File: src/rtl/mod_counter_pkg.sv
// rtl/mod_counter_pkg.sv - shared FSM encoding for the modulo counter scheduler
package mod_counter_pkg;

   localparam logic [1:0] S_IDLE  = 2'd0;
   localparam logic [1:0] S_RUN   = 2'd1;
   localparam logic [1:0] S_PAUSE = 2'd2;
   localparam logic [1:0] S_DONE  = 2'd3;

   typedef enum logic [1:0] {
      ST_IDLE  = S_IDLE,
      ST_RUN   = S_RUN,
      ST_PAUSE = S_PAUSE,
      ST_DONE  = S_DONE
   } state_t;

endpackage

File: src/rtl/mod_counter_scheduler_period_counter.sv
// rtl/mod_counter_scheduler_period_counter.sv - 0..terminal counter with wrap flag
module period_counter #(
   parameter int BITS = 8
) (
   input  logic            clk,
   input  logic            reset_n,
   input  logic            en,
   input  logic            clr,
   input  logic [BITS-1:0] terminal,
   output logic [BITS-1:0] q,
   output logic            wrap
);

   assign wrap = (q == terminal);

   // clr wins over en so the controller can force q=0 on stop/completion
   always_ff @(posedge clk or negedge reset_n) begin
      if (!reset_n) begin
         q <= '0;
      end else if (clr) begin
         q <= '0;
      end else if (en) begin
         q <= wrap ? '0 : q + BITS'(1);
      end
   end

endmodule

File: src/rtl/mod_counter_scheduler.sv
// rtl/mod_counter_scheduler.sv - repeating modulo counter with run/pause/stop and shadowed period
module mod_counter_scheduler
   import mod_counter_pkg::*;
#(
   parameter int BITS = 8,
   parameter int REPW = 8
) (
   input  logic            clk,
   input  logic            reset_n,
   input  logic            cfg_valid,
   input  logic [BITS-1:0] cfg_period,
   output logic            cfg_ready,
   input  logic            start,
   input  logic [REPW-1:0] start_reps,
   input  logic            pause,
   input  logic            stop,
   output logic            busy,
   output logic            tick,
   output logic            done,
   output logic [BITS-1:0] q
);

   state_t          state;
   state_t          state_next;
   logic [BITS-1:0] active_period;
   logic [BITS-1:0] shadow;
   logic            pending;
   logic [REPW-1:0] reps_left;

   logic            wrap;
   logic            running;
   logic            abort;
   logic            finish;
   logic            xfer;
   logic            cnt_en;
   logic            cnt_clr;

   assign running   = (state == ST_RUN) || (state == ST_PAUSE);
   assign abort     = running && stop;
   assign tick      = (state == ST_RUN) && wrap;
   // reps_left==0 means continuous, so only a loaded count can reach 1
   assign finish    = tick && !stop && (reps_left == REPW'(1));
   assign xfer      = cfg_valid && !pending;
   assign cfg_ready = !pending;
   assign busy      = running;
   assign done      = (state == ST_DONE);

   assign cnt_en  = (state == ST_RUN);
   assign cnt_clr = abort || finish || (state == ST_IDLE) || (state == ST_DONE);

   period_counter #(.BITS(BITS)) u_period_counter (
      .clk      (clk),
      .reset_n  (reset_n),
      .en       (cnt_en),
      .clr      (cnt_clr),
      .terminal (active_period),
      .q        (q),
      .wrap     (wrap)
   );

   always_ff @(posedge clk or negedge reset_n) begin
      if (!reset_n) begin
         state <= ST_IDLE;
      end else begin
         state <= state_next;
      end
   end

   always_comb begin
      state_next = state;
      case (state)
         ST_IDLE: begin
            if (start) state_next = ST_RUN;
         end
         ST_RUN: begin
            if (stop)        state_next = ST_IDLE;
            else if (finish) state_next = ST_DONE;
            else if (pause)  state_next = ST_PAUSE;
         end
         ST_PAUSE: begin
            if (stop)        state_next = ST_IDLE;
            else if (!pause) state_next = ST_RUN;
         end
         ST_DONE: begin
            state_next = ST_IDLE;
         end
         default: state_next = ST_IDLE;
      endcase
   end

   always_ff @(posedge clk or negedge reset_n) begin
      if (!reset_n) begin
         reps_left <= '0;
      end else if ((state == ST_IDLE) && start) begin
         reps_left <= start_reps;
      end else if (tick && !stop && (reps_left != '0)) begin
         reps_left <= reps_left - REPW'(1);
      end
   end

   // A value landing on the final tick is left pending and folded in during DONE
   always_ff @(posedge clk or negedge reset_n) begin
      if (!reset_n) begin
         active_period <= '0;
         shadow        <= '0;
         pending       <= 1'b0;
      end else if (abort) begin
         if (xfer)         active_period <= cfg_period;
         else if (pending) active_period <= shadow;
         pending <= 1'b0;
      end else if (!running) begin
         if (xfer) begin
            active_period <= cfg_period;
         end else if (pending) begin
            active_period <= shadow;
            pending       <= 1'b0;
         end
      end else if (tick && pending) begin
         active_period <= shadow;
         pending       <= 1'b0;
      end else if (xfer) begin
         shadow  <= cfg_period;
         pending <= 1'b1;
      end
   end

endmodule

File: config.mk
export PLATFORM = sky130hd
export DESIGN_NAME = mod_counter_scheduler
export DESIGN_NICKNAME = d
export VERILOG_FILES = /design/src/rtl/mod_counter_pkg.sv /design/src/rtl/mod_counter_scheduler_period_counter.sv /design/src/rtl/mod_counter_scheduler.sv
export SDC_FILE = /design/constraint.sdc
export NUM_CORES = 1
export LEC_CHECK = 0
export CAP_MARGIN = 20
export CORE_MARGIN = 2
export CORE_UTILIZATION = 48
export CTS_CLUSTER_DIAMETER = 80
export DETAILED_ROUTE_END_ITERATION = 8
export GPL_TIMING_DRIVEN = 0
export HOLD_SLACK_MARGIN = 0.08
export PLACE_DENSITY = 0.8
export SYNTH_ARGS = -nofsm -noshare
export SYNTH_HDL_FRONTEND = slang
export SYNTH_SLANG_ARGS = --single-unit
File: constraint.sdc
create_clock -name clk -period 2.1 [get_ports clk]
set_clock_uncertainty 0.15 [all_clocks]
set_input_delay 0.42 -clock clk [delete_from_list [all_inputs] [get_ports clk]]
set_output_delay 0.42 -clock clk [all_outputs]
set_load 0.02 [all_outputs]
==> results of run 1 <==
repair_timing:
item	CTS	global route
setup buffers	11	16
hold buffers	0	0
setup endpoints to repair	25	24
pin swaps	7	5
resized for setup	15	18
final timing paths:
path	cells past startpoint	slack, ns	end
max in group asynchronous	1	1.19	u_period_counter.q[7]$_DFFE_PN0P_
min reg2reg	1	0.37	shadow[4]$_DFFE_PN0P_
min	1	0.06	reps_left[2]$_DFFE_PN0P_
max reg2reg	5	-0.06	reps_left[7]$_DFFE_PN0P_
min in group clk	1	0.37	shadow[4]$_DFFE_PN0P_
max	4	-0.08	tick
cell type report:
type	count	area [um2]	share of cell area
multi-input cells	156	1170	0.419
flip-flops and latches	35	885	0.317
repair buffers	60	538	0.193
clock buffers	7	76.3	0.0274
well taps	50	62.6	0.0224
inverters	8	30.0	0.0108
plain buffers	3	23.8	0.00852
clock inverters	1	5.00	0.00179
worst max-delay path: stages (launching register included):
cell	delay, ns
dfrtp_2	0.45
xor2_2	0.17
nor4_4	0.31
and3_4	0.27
buf_6	0.12
cell families after synthesis:
family                     share of synthesized area
adders and majority gates                     0.0563
xor gates and xnor gates                      0.0657
and+or+nand+nor                                0.222
muxes                                         0.0500
buffers and inverters                         0.0269
DFF                                            0.438
AOI/OAI and AO/OA                              0.141
placed cells by master, fill, tap and decap left out, types with 2 or more instances in the layout:
cell type	instances
mux2_2	8
o311ai_0	3
clkbuf_2	2
nand2_1	15
clkbuf_1	3
nand3_1	9
nor3_1	8
xor2_1	9
dfrtp_1	28
a31oi_1	3
nor4_4	2
o2bb2ai_1	7
nor2_1	11
and3_1	8
ha_2	2
a211o_1	2
nand4b_1	2
xor2_2	2
xnor2_1	4
inv_1	7
clkdlybuf4s50_1	28
ha_1	7
or3_1	2
and2_1	2
clkbuf_8	5
a221oi_1	2
nand4_1	4
o21ai_0	4
dfrtp_2	7
a21oi_1	16
nand2b_1	2
buf_4	26
metrics by stage:
stage	hold slack [ns]	instances	instance area (um2)
final	0.0584	320	2790
after global placement	0.341	288	2440
after global routing	0.117	320	2790
after detailed placement	0.347	288	2430
after floorplan	-0.0256	205	2040
after CTS	0.0842	305	2630
sequential cells by signal, indices dropped and copies added, names as in the netlist:
| register | flops |
|---|---|
| active_period | 8 |
| reps_left | 8 |
| shadow | 8 |
| pending | 1 |
| state | 2 |
| u_period_counter.q | 8 |
power groups by stage:
| stage | registers (mW) | logic [mW] | clock network [mW] |
|---|---|---|---|
| after global placement | 1.17 | 1.43 | 0 |
| after detailed placement | 1.18 | 1.47 | 0 |
| after global routing | 1.21 | 2.01 | 0.499 |
| after CTS | 1.18 | 1.62 | 0.485 |
| after floorplan | 1.13 | 1.09 | 0 |
| final | 1.19 | 1.83 | 0.475 |
Yosys cell counts (2+ instances only):
cell type,instances
nand2_1,16
nor2b_1,2
o21ai_0,5
inv_1,8
a221oi_1,2
o2bb2ai_1,7
and3_1,9
or3_1,2
nand3_1,10
xnor2_1,4
o311ai_0,3
ha_1,9
nand2b_1,3
xor2_1,11
mux2_2,8
nor2_1,11
nor4_2,2
nor3b_1,2
nor3_1,9
nand4_1,4
dfrtp_1,35
a31oi_1,3
and2_1,3
nand4b_1,2
clkbuf_1,5
a21oi_1,17
a211o_1,2
routing by layer:
layer,track usage,up-vias
met3,0.0438,9
met2,0.328,53
met1,0.307,884
met4,0.0750,0
li1,-,872
met5,0,-
==> results.toml, run 1 <==
[run_status]
outcome = "complete, but fails checks"
violations = "setup timing"

[power_and_ir_drop]
powerDensity_nw_per_um2 = 1250
comb_power_share = 0.524
p_seq_frac = 0.340
power_mw = 3.50
peakVddDrop_mv = 0.739
clkPwrFrac = 0.136
p_sw_mw = 1.43
leakage_nw = 1.22
power.internal_mw = 2.07
sw_frac_of_total = 0.409

[timing]
post-route-period-util = 1.04
tns_ns = -0.135
setup_ws_ns = -0.0764
hold_viol = 0
grt_setup_unrepaired = "true"
maxSlewViolCount = 0
min_period_ns = 2.18
setup_viol = 2
worst_slew_pin_slew_ns = 0.787
slew_headroom = 0.476
maxClockFrequency_mhz = 459

[floorplan]
rows = 23
io_pins = 34
chipHeight_um = 68.6
coreArea_um2 = 4000
die_w_um = 68.6
initial_core_util = 0.500
dieArea_um2 = 4700

[clock_tree]
cts_sinks = 35
path_clk_slew_ns = 0.07
cts_max_path_buffers = 2
cts_max_level = 2
cts_buffers = 5
cts_tree = "built"
clk-insertion-delay-late_ns = 0.29
root_buffer = "clkbuf_8"

[global_route]
grt_overflow = 0
antenna_found_initial = 0
grt_pass1_wl_mm = 7.53
grt_util_all_layers = 0.216
first_global_vias = 1638
grt_max_degree = 36

[routing]
drtIter0Drc = 65
wire_per_inst_um = 15.7
totalWireLength_mm = 5.01
dr.pass1.iters = 4
wl_met3_um = 217
vias = 1818
antenna_left = 0
vias_per_cell = 5.68
met2WireLength_mm = 2.38
met1_length_mm = 2.34
maxUsedRoutingLayer = "met4"
drcViolationCount = 0

[worst_setup_path]
cp-start-kind = "flip-flop"
worstPathArrival_ns = 1.61
rr_startpoint = "reps_left[4]$_DFFE_PN0P_"
critPathKind = "reg2out"
crit_path_end_kind = "output port"
crit_start = "u_period_counter.q[1]$_DFFE_PN0P_"
cp_max_fo = 4
crit_required_ns = 1.53

[placed_design]
place_congestion = 0.905
dpl_worst_slack_ns = -0.620
hpwl_mm = 3.26
port_buffers = 33

[yosys]
yosysTopAreaCellShare = 0.438
yosys-top-cells-area = "dfrtp_1 44%, ha_1 5.6%, xor2_1 4.8%"
synthFlopType = "dfrtp_1"
avgSynthCellArea_um2 = 9.76
yosysUniqueCellTypes = 38
syn_nets = 236
syn_inst = 205
ys_seq_area_frac = 0.438
yosysTopAreaCell = "dfrtp_1"
synthArstFlopShare = 1.00
synth_edf_count = 0
synth_area_um2 = 2000
yosys_warnings = 0
ys_seq_elements = 35

[layout]
areaGrowthSynthToFinish_pct = 39.4
antenna_cells = 0
fillers = 307
final_util = 0.697
layout.nets = 300
drive_above_1_share = 0.274

[run]
drv_cap = 0

[worst_hold_path]
hp-class = "in2async"
(Power assumes the default switching activity.)
==> run 2: changes to the inputs <==
CTS_CLUSTER_SIZE = 20   (was default)
==> results of run 2 <==
The final DEF is identical to that of run 1; final timing and power are the same.
